### src/rtl/controle_partida.sv
// Match controller for a two-player battleship game on an 8x8 board.
// Sequences ship placement for both players, then alternates shots, hands
// each shot to an external collision checker and keeps the score. The
// collision wait is bounded: an unanswered check counts as a miss and
// raises a sticky error flag.
module controle_partida #(
    parameter int TOTAL_ACERTOS = 10,
    parameter int TIMEOUT       = 15
) (
    input  logic       clk,
    input  logic       reset,
    input  logic       on,
    input  logic       mode,
    input  logic       pos_ready,
    input  logic       tiro_valid,
    input  logic [2:0] tiro_x,
    input  logic [2:0] tiro_y,
    input  logic       col_ready,
    input  logic       col_hit,
    output logic       pos_enable,
    output logic       pos_jogador,
    output logic       jogo_enable,
    output logic       col_enable,
    output logic [2:0] col_x,
    output logic [2:0] col_y,
    output logic       col_jogador,
    output logic       jogador_vez,
    output logic [4:0] acertos_p1,
    output logic [4:0] acertos_p2,
    output logic       fim,
    output logic       vencedor,
    output logic       erro_timeout,
    output logic [2:0] estado
);

    typedef enum logic [2:0] {
        DESLIGADO    = 3'd0,
        POS_P1       = 3'd1,
        POS_P2       = 3'd2,
        AGUARDA_TIRO = 3'd3,
        COLISAO      = 3'd4,
        FIM          = 3'd5
    } state_t;

    localparam logic [4:0] ALVO      = 5'(TOTAL_ACERTOS);
    localparam logic [7:0] WAIT_LAST = 8'(TIMEOUT - 1);

    state_t     state_reg;
    state_t     state_next;
    logic [7:0] wait_reg;
    logic       mode_reg;

    // Shooter's score after a hit, held at the winning value so it never wraps.
    logic [4:0] cnt_shooter;
    logic [4:0] cnt_hit;
    logic       wins;

    // Score of the current shooter, the value a hit would give, and whether that hit ends the match.
    always_comb begin
        cnt_shooter = jogador_vez ? acertos_p2 : acertos_p1;
        cnt_hit     = (cnt_shooter >= ALVO) ? ALVO : cnt_shooter + 5'd1;
        wins        = (cnt_hit == ALVO);
    end

    // Next-state selection; on=0 forces power-off from any state.
    always_comb begin
        state_next = state_reg;
        if (!on) begin
            state_next = DESLIGADO;
        end else begin
            case (state_reg)
                DESLIGADO:    state_next = POS_P1;
                POS_P1:       if (pos_ready) state_next = POS_P2;
                POS_P2:       if (pos_ready) state_next = AGUARDA_TIRO;
                AGUARDA_TIRO: if (tiro_valid) state_next = COLISAO;
                COLISAO: begin
                    if (col_ready)
                        state_next = (col_hit && wins) ? FIM : AGUARDA_TIRO;
                    else if (wait_reg >= WAIT_LAST)
                        state_next = AGUARDA_TIRO;
                end
                FIM:          state_next = FIM;
                default:      state_next = DESLIGADO;
            endcase
        end
    end

    assign estado = state_reg;

    // State, datapath and registered Moore outputs (decoded from the next state).
    always_ff @(posedge clk) begin
        if (reset) begin
            state_reg    <= DESLIGADO;
            wait_reg     <= '0;
            mode_reg     <= 1'b0;
            pos_enable   <= 1'b0;
            pos_jogador  <= 1'b0;
            jogo_enable  <= 1'b0;
            col_enable   <= 1'b0;
            col_x        <= '0;
            col_y        <= '0;
            col_jogador  <= 1'b0;
            jogador_vez  <= 1'b0;
            acertos_p1   <= '0;
            acertos_p2   <= '0;
            fim          <= 1'b0;
            vencedor     <= 1'b0;
            erro_timeout <= 1'b0;
        end else begin
            state_reg   <= state_next;
            pos_enable  <= (state_next == POS_P1) || (state_next == POS_P2);
            pos_jogador <= (state_next == POS_P2);
            jogo_enable <= (state_next == AGUARDA_TIRO);
            fim         <= (state_next == FIM);
            col_enable  <= 1'b0;

            if (on) begin
                case (state_reg)
                    DESLIGADO: begin
                        // New match: fresh scores, P1 shoots first. col_jogador
                        // is reset-cleared to 0 and tracks ~jogador_vez from here on.
                        mode_reg     <= mode;
                        acertos_p1   <= '0;
                        acertos_p2   <= '0;
                        erro_timeout <= 1'b0;
                        jogador_vez  <= 1'b0;
                        col_jogador  <= 1'b1;
                    end
                    AGUARDA_TIRO: begin
                        if (tiro_valid) begin
                            col_x      <= tiro_x;
                            col_y      <= tiro_y;
                            col_enable <= 1'b1;
                            wait_reg   <= '0;
                        end
                    end
                    COLISAO: begin
                        if (col_ready) begin
                            // A response on the expiry cycle still counts as a real result.
                            if (col_hit) begin
                                if (jogador_vez) acertos_p2 <= cnt_hit;
                                else             acertos_p1 <= cnt_hit;
                            end
                            if (col_hit && wins) begin
                                vencedor <= jogador_vez;
                            end else if (!mode_reg || !col_hit) begin
                                jogador_vez <= ~jogador_vez;
                                col_jogador <= jogador_vez;
                            end
                        end else if (wait_reg >= WAIT_LAST) begin
                            erro_timeout <= 1'b1;
                            jogador_vez  <= ~jogador_vez;
                            col_jogador  <= jogador_vez;
                        end else begin
                            wait_reg <= wait_reg + 8'd1;
                        end
                    end
                    default: ;
                endcase
            end
        end
    end

endmodule

### config.mk
export PLATFORM = sky130hd
export DESIGN_NAME = controle_partida
export DESIGN_NICKNAME = d
export VERILOG_FILES = /design/src/rtl/controle_partida.sv
export SDC_FILE = /design/constraint.sdc
export NUM_CORES = 1
export LEC_CHECK = 0
export CAP_MARGIN = 40
export CELL_PAD_IN_SITES_DETAIL_PLACEMENT = 0
export CELL_PAD_IN_SITES_GLOBAL_PLACEMENT = 1
export CORE_ASPECT_RATIO = 0.5
export CORE_MARGIN = 2
export CORE_UTILIZATION = 39
export CTS_CLUSTER_DIAMETER = 80
export DETAILED_ROUTE_END_ITERATION = 12
export PLACE_DENSITY = 0.91
export SYNTH_ARGS = -nofsm -noshare
export SYNTH_HDL_FRONTEND = slang
export SYNTH_SLANG_ARGS = --single-unit
export TNS_END_PERCENT = 5
### constraint.sdc
create_clock -name clk -period 6.81 [get_ports clk]
set_input_delay 1.0215 -clock clk [delete_from_list [all_inputs] [get_ports clk]]
set_output_delay 1.0215 -clock clk [all_outputs]
set_load 0.005 [all_outputs]
## Word-level counts from Yosys, hierarchy flattened

Cells that the tools add are included.

| storage, ports and cells | value |
|---|---|
| flip-flop bits (word level) | 37 |
| word-level logic and storage cells | 97 |
| output and inout bits | 28 |
| bits of input ports | 14 |

| operators by class | value |
|---|---|
| reduce and logical (&&, ||, !) cells | 17 |
| multiplexer cells | 36 |
| order comparisons | 2 |
| bitwise logic cells | 3 |
| add/sub/neg operators | 2 |
| equal/unequal tests | 21 |

Operators by type and width:

| operator | number |
|---|---|
| $mux 5 | 8 |
| $mux 8 | 3 |
| $mux 3 | 7 |
| $pmux 5 s2 | 2 |
| $reduce_and 5->1 | 4 |
| $pmux 3 s6 | 1 |
| $ne 2x2->1 const B | 8 |
| $pmux 8 s2 | 1 |
| $eq 3x2->1 const B | 4 |
| $mux 1 | 11 |
| $eq 3x3->1 const B | 3 |
| $ne 3x3->1 const B | 3 |
| $add 8x1->8 const B | 1 |
| $ge 8x4->1 const B | 1 |
| $reduce_and 4->1 | 2 |
| $eq 3x1->1 const B | 2 |
| $pmux 1 s2 | 3 |
| $add 5x1->5 const B | 1 |
| $eq 5x4->1 const B | 1 |
| $ge 5x4->1 const B | 1 |
| $reduce_bool 2->1 | 2 |
| $logic_not 3->1 | 1 |
| $not 1->1 | 3 |
| $reduce_and 3->1 | 1 |
| other kinds (5) | 7 |

## Logic depth before layout (Yosys ltp)

Gate-level depths: netlist of the first run.

| depth | value |
|---|---|
| depth after elaboration | 11 |
| depth in mapped cells | 9 |
| mapped depth without buffers | 8 |

## Worst setup path before layout of the first run

OpenSTA, ideal clock, no wires.

| timing | value |
|---|---|
| kind | register to register |
| start point | reg jogador_vez |
| end point | reg jogador_vez |
| library setup time | 128 ps |
| setup slack | 4283 ps |
| path buffers | 1 |
| required time | 6682 ps |
| period minus slack after synthesis | 2527 ps |
| data arrival time | 2400 ps |
| stages on the path, launching flop included | 10 |
| cell sequence | dfxtp_1 -> buf_2 -> mux2_2 -> ha_1 -> or3_1 -> a311oi_2 -> o31a_1 -> o21ba_2 -> mux2i_1 -> nor2_1 |

| between the ends | value |
|---|---|
| cells in the longest elaborated chain, start to end | 7 |
| elaborated cells between the ends (all ways) | 14 |
| classes of those cells | 1 x add/sub; 1 x order compare; 2 x eq/ne; 7 x mux; 1 x bitwise; 2 x reduce/logical |

Ends and longest elaborated chain:

| element | line | text |
|---|---|---|
| start, declared | 27 | `output logic jogador_vez,` |
| start signal, assigned | 147 | `jogador_vez <= ~jogador_vez;` |
| start signal, assigned | 152 | `jogador_vez <= ~jogador_vez;` |
| $mux 5 | 60 | `cnt_shooter = jogador_vez ? acertos_p2 : acertos_p1;` |
| $add 5x1->5 or $ge 5x4->1 (tied branches) | 61 | `cnt_hit = (cnt_shooter >= ALVO) ? ALVO : cnt_shooter + 5'd1;` |
| $mux 5 | 61 |  |
| $eq 5x4->1 | 62 | `wins = (cnt_hit == ALVO);` |
| $logic_and 1x1->1 | 144 | `if (col_hit && wins) begin` |
| $ne 3x3->1 (no source line) | n/a |  |
| $reduce_and 5->1 (no source line) | n/a |  |

Several ways; a longest one is shown, not always the timed one. The select of a mux whose other input is x is not followed.
A chain may end at the register's enable or synchronous reset.

## Final worst setup path of the first run

| timing | value |
|---|---|
| start point | reg jogador_vez |
| end point | reg col_jogador |

| between the ends | value |
|---|---|
| cells in the longest elaborated chain, start to end | 7 |
| elaborated cells between the ends (all ways) | 13 |
| classes of those cells | 1 x add/sub; 1 x order compare; 2 x eq/ne; 7 x mux; 2 x reduce/logical |

Ends and longest elaborated chain:

| element | line | text |
|---|---|---|
| $mux 5 | 60 |  |
| $add 5x1->5 or $ge 5x4->1 (tied branches) | 61 |  |
| $mux 5 | 61 |  |
| $eq 5x4->1 | 62 |  |
| $logic_and 1x1->1 | 144 |  |
| $ne 3x3->1 (no source line) | n/a |  |
| $reduce_and 5->1 (no source line) | n/a |  |
| end signal, assigned | 148 | `col_jogador <= jogador_vez;` |
| end signal, assigned | 153 | `col_jogador <= jogador_vez;` |
| end, declared | 26 | `output logic col_jogador,` |

Several ways; a longest one is shown, not always the timed one. The select of a mux whose other input is x is not followed.

==> run metrics, run 1 <==
Horiz. Die Dim=roughly 99 um; Starting Density=0.4026; syn_nets=210; IO buf count=roughly 40; Longest Clk Path Bufs=2; Clock transition at path regs=80 ps; layout net count=around 250; Num CTS Buffers=5; EDFF count, synth=0; CP required=7000 ps; DRT iter0 DRCs=51; crit path DAT=around 3000 ps; DP Cell Count=between 200 and 300; vias in the first global route=approximately 1400; Layout Cells excl Fill=287; Commonest cells post-synth=38 x nor2_1, 37 x dfxtp_1, 18 x mux2i_1; setup total negative slack=0 ps; GRT Resource Usage Total=0.1597; top-level port count=42; cts hold-fix bufs=0; Switch Pwr=0.09401 mW; Final period util=0.4106; Area Overhead vs Synth=31.50%; Switching Share=0.2098; Rel. slew slack=0.6183; first-pass GRT wire length=~6500 um; crit path from=jogador_vez$_SDFFE_PP0P_; predominant post-synthesis flop cell=dfxtp_1; Peak VDD IR=approximately 0.07 mV; final WL=between 3000 and 4000 um; Setup CP Type=register to register; share of the synthesized area in the top cell type=0.4220; die extent in y=roughly 51 um; total chip power=around 0.45 mW; root buffer cell=clkbuf_8; core area=between 0.004 and 0.005 sq mm; Setup Viol. Count Final=0; register share of total power=0.492; post-cts sizing count=0; Routed WL per cell=roughly 14 um; reg2reg start=jogador_vez$_SDFFE_PP0P_; Layout Skew=between 10 and 15 ps; Max Cap Viol=0; most frequent cell after synthesis=nor2_1; Rows=17; number of synthesized register bits=37; vias per cell=~5.3; syn avg cell area=9.143 sq um; Logic pwr share=0.068; ant diodes=0; Setup crit end kind=register; DP HPWL=about 3000 um; Lkg Pwr=about 0.97 nW; actual slew at the worst max-slew pin=about 570 ps; gpl congestion=between 0.7 and 0.8; Max Freq=approximately 0.36 GHz; Final Util=0.5294; cell area after synthesis=between 0.0015 and 0.002 sq mm; Hold WS=481.3 ps; routed via count=approximately 1500; pwr dens=between 150 and 200 mW/mm^2; Yosys Warn Count=0; post-synthesis cell count=around 190; later-pin clock latency in the skew report=290 ps; asr flop ratio synth=0; Final min period=2796 ps; status=finished, final reports clean; fin. max-slew vios=0; DRC=0; die area=roughly 0.0051 sq mm; Final Hold Viols=0; post-CTS setup buffer count=0; CTS tree=built; critical path startpoint category=register; H-tree Lvls=2; Area contributors post-synth=dfxtp_1 42%, mux2i_1 10%, nor2_1 8.1%; Pre-Repair DR Iteration Count=4; Crit Path Max Fanout=13; area leader, netlist=dfxtp_1; Clk pwr share=0.441; sequential element share of the synthesized area=0.4220; Remaining Overflow, GRT=0; largest net degree at the start of global routing=29; proportion of layout cells with a drive suffix above 1=0.07391; count of cell types in the netlist=46; Antenna Nets Post-Route=0; initial antenna violation count=0; worst hold path type=register to register; internal power=approximately 0.35 mW; hold_sp=mode_reg$_SDFFE_PP0P_; max reg flops=8; RSZ-0062 raised after global routing=no; TritonCTS Sinks=37
## cell families after synthesis
family	after synthesis	synth area share
compound gates	33	0.1433
xor+xnor	3	0.01497
fa+ha+maj	4	0.02851
buf+inv	17	0.04062
flops	37	0.4220
mux	20	0.1155
simple gates	78	0.2352
## cell type report
type / count / area, sq um
Inverter: 5 / 18.77
Tap cell: 57 / 71.32
Sequential cell: 37 / 740.7
Timing Repair Buffer: 42 / 417.9
Fill cell: 410 / 2052
Clock buffer: 7 / 86.33
Clock inverter: 1 / 30.03
Multi-Input combinational cell: 138 / 943.4
## final timing paths
check / to / slack [ps] / depth (start not counted)
min reg2reg: mode_reg$_SDFFE_PP0P_ / 480 / 2
min: mode_reg$_SDFFE_PP0P_ / 480 / 2
max reg2reg: col_jogador$_SDFFE_PP0P_ / 4010 / 8
max: col_jogador$_SDFFE_PP0P_ / 4010 / 8
## worst max-delay path, cell delays in order (launching register included)
cell and delay, ps:
dfxtp_1 630, mux2_2 410, ha_1 220, or3_1 320
a311oi_2 370, o31a_1 270, o21ba_2 210, nor2_1 50
a211oi_1 210
## power groups by stage
stage	logic, mW	clock network [mW]	registers (mW)
after detailed placement	0.0303	0	0.225
after global routing	0.0327	0.207	0.221
after floorplan	0.0170	0	0.224
after global placement	0.0297	0	0.225
after CTS	0.0304	0.199	0.220
final	0.0303	0.197	0.220
## placed cells by master, fill, tap and decap left out, types with 2 or more instances in the layout
cell type        count
clkdlybuf4s50_1     41
nor2_1              38
dfxtp_1             37
mux2i_1             18
nand2_1              9
and3_1               6
a31oi_1              6
clkbuf_8             6
inv_1                5
a21oi_1              5
ha_1                 4
nand3_1              3
or3_1                3
nor2b_1              3
nor3_1               3
a41oi_1              3
mux2_2               2
and3b_1              2
xnor2_1              2
a22oi_1              2
a211o_1              2
a211oi_1             2
nor3b_1              2
o21ai_0              2
## metrics by stage
step	instance area, sq um	setup WS, ps
floorplan	1755	4283
global route	2308	3823
global placement	2192	4011
CTS	2308	3996
finish	2308	4014
detailed placement	2192	3985
## per-layer routing
layer  vias to the layer above  part of all wire  GRT usage
met5                         -                 0          0
met4                         0             0.012    0.05251
met3                         6             0.040    0.03283
met2                        34              0.46     0.2669
met1                       721              0.48     0.2090
li1                        762                 -          -
Power figures use the tool's default switching activity.
==> run 2: changes to the inputs <==
--- a/config.mk
+++ b/config.mk
@@ -10,10 +10,10 @@
 export CELL_PAD_IN_SITES_GLOBAL_PLACEMENT = 1
 export CORE_ASPECT_RATIO = 0.5
 export CORE_MARGIN = 2
-export CORE_UTILIZATION = 39
+export CORE_UTILIZATION = 36
 export CTS_CLUSTER_DIAMETER = 80
 export DETAILED_ROUTE_END_ITERATION = 12
-export PLACE_DENSITY = 0.91
+export PLACE_DENSITY = 0.86
 export SYNTH_ARGS = -nofsm -noshare
 export SYNTH_HDL_FRONTEND = slang
 export SYNTH_SLANG_ARGS = --single-unit
==> constraint.sdc (replaced) <==
create_clock -name clk -period 2.85 [get_ports clk]
set_input_delay 0.4275 -clock clk [delete_from_list [all_inputs] [get_ports clk]]
set_output_delay 0.4275 -clock clk [all_outputs]
set_load 0.005 [all_outputs]
==> run 2 against run 1 <==
  * Setup slack got worse by 3500 ps
  * Sequential power increased by 140%
  * Fmax increased by 17%
  * Clock power increased by 74%
  * Highest routed layer unchanged
  * Final area decreased by 0.76%
  * Cell count increased by 3.5%
  * Total power increased by 110%
  * Core utilization decreased by 2.6 points
  * Largest power group unchanged
  * Sequential cell count unchanged
==> run metrics, run 2 (same netlist as run 1, synthesis figures left out) <==
status=finished, final reports clean; met2 usage=0.2451; Logic pwr share=0.077; Remaining Overflow, GRT=0; CP peak stage delay=360 ps; Peak VDD IR=0.1781 mV; CP delay by family, top=compound AO/OA/AOI/OAI gates; IO buf count=just over 40; fin. max-slew vios=0; dpl cell area=roughly 0.0022 sq mm; post-cts sizing count=0; critical path, cell by cell=mux2_2 > ha_1 > or3_1 > a311oi_2 > o31a_1 > o21ba_2 > mux2i_1 > nor2_1; Final Hold Viols=0; Lkg Pwr=roughly 0.95 nW; Rows=17; pwr dens=around 400 mW/mm^2; hold_sp=mode_reg$_SDFFE_PP0P_; crit path DAT=between 2000 and 3000 ps; CP Buf/Inv Count=0; Switching Share=0.2213; Longest Clk Path Bufs=2; crit path from=jogador_vez$_SDFFE_PP0P_; TritonCTS Sinks=37; actual slew at the worst max-slew pin=570.9 ps; Antenna Nets Post-Route=0; Max Freq=roughly 0.42 GHz; multi-input gate area in the final layout=~940 sq um; Layout Skew=3.707 ps; CP required=just over 3000 ps; leading cell type in the layout, fill and taps excluded=clkdlybuf4s50_1; internal power=0.7347 mW; Setup CP Type=register to register; later-pin clock latency in the skew report=between 200 and 300 ps; first-pass GRT wire length=approximately 6500 um; Pre-Repair DR Iteration Count=4; register share of total power=0.559; GR Layer Usage met1=0.2109; proportion of layout cells with a drive suffix above 1=0.06926; Routed WL per cell=about 13 um; Starting Density=0.3857; largest net degree at the start of global routing=21; RSZ-0062 raised after global routing=no; Switch Pwr=0.2087 mW; Area Overhead vs Synth=30.51%; Setup crit end kind=register; hold depth=2; Clk pwr share=0.364; GRT Resource Usage Total=0.1580; core area=0.004552 sq mm; top-level port count=42; vias per cell=~5.0; DRC=0; Num CTS Buffers=5; Filler cells=approximately 430; Slowest cell on crit path=a311oi_2; worst hold path type=register to register; Clock transition at path regs=approximately 70 ps; critical path startpoint category=register; most used routing layer in global routing=met2; routed via count=about 1500; fin area=roughly 0.0023 sq mm; CTS tree=built; cts hold-fix bufs=0; die area=0.005485 sq mm; Horiz. Die Dim=roughly 100 um; setup total negative slack=0 ps; root buffer cell=clkbuf_8; r2r setup slk=460 ps; Crit Reg-Reg Endpoint=jogador_vez$_SDFFE_PP0P_; layout net count=around 250; DRT iter0 DRCs=61; DP HPWL=around 3100 um; Final period util=0.8372; Max Cap Viol=0; Crit Path Max Fanout=4; Setup Viol. Count Final=0; ant diodes=0; gpl congestion=about 0.86; max reg flops=8; post-CTS setup buffer count=0; commonest cells after routing, fill and taps aside=41 x clkdlybuf4s50_1, 38 x nor2_1, 37 x dfxtp_1, 18 x mux2i_1, 9 x nand2_1; WHS Endpoint=mode_reg$_SDFFE_PP0P_; initial antenna violation count=0; Rel. slew slack=0.6173; H-tree Lvls=2; die extent in y=about 53 um; met3 usage=0.03831; vias in the first global route=roughly 1400; FF+latch area=between 700 and 800 sq um; reg2reg path depth=8; Final min period=~2400 ps; final WL=around 4000 um; reg2reg start=jogador_vez$_SDFFE_PP0P_
run 2: layout make-up:
cell class                      count  area share
Multi-Input combinational cell    138      0.4118
Clock buffer                        8     0.03495
Timing Repair Buffer               43      0.1857
Tap cell                           66     0.03605
Inverter                            5    0.008192
Sequential cell                    37      0.3233
run 2: worst min-delay path: stages, from the launching register on:
cell and delay (ps):
dfxtp_1 310, o21ai_0 70, a21oi_1 70
run 2: routing by layer:
metal / vias up / wire (um)
li1: 763 / -
met1: 692 / 1972
met2: 35 / 1745
met3: 6 / 212
met4: 0 / 52
met5: - / 0
run 2: stage by stage:
stage / hold WS, ps / setup WS, ps / utilization / std cells / power, mW
2_1_floorplan: 454.3 / 322.6 / - / 192 / 0.5767
3_3_place_gp: 469.4 / 527.4 / 0.4857 / 289 / 0.6111
3_5_place_dp: 480.1 / 480.3 / 0.4857 / 289 / 0.6116
4_1_cts: 489.6 / 458.8 / 0.5033 / 297 / 0.9563
5_1_grt: 529.9 / 257.3 / 0.5033 / 297 / 0.9843
6_report: 490.8 / 464.1 / 0.5033 / 297 / 0.9434
run 2: how the worst max path moves through the flow:
stage	endpoint	slack, ps	cells after the start
final	jogador_vez$_SDFFE_PP0P_	460	8
after global routing	jogador_vez$_SDFFE_PP0P_	260	9
after CTS	jogador_vez$_SDFFE_PP0P_	460	8
after detailed placement	jogador_vez$_SDFFE_PP0P_	480	8
after global placement	jogador_vez$_SDFFE_PP0P_	530	8
after floorplan	jogador_vez$_SDFFE_PP0P_	320	9
run 2: power groups by stage:
| stage | Sequential (mW) | Combinational [mW] | Clock [mW] |
|---|---|---|---|
| 5_1_grt | 0.527 | 0.0795 | 0.377 |
| 3_3_place_gp | 0.539 | 0.0725 | 0 |
| 4_1_cts | 0.527 | 0.0730 | 0.356 |
| 3_5_place_dp | 0.539 | 0.0728 | 0 |
| 6_report | 0.527 | 0.0729 | 0.343 |
| 2_1_floorplan | 0.536 | 0.0406 | 0 |
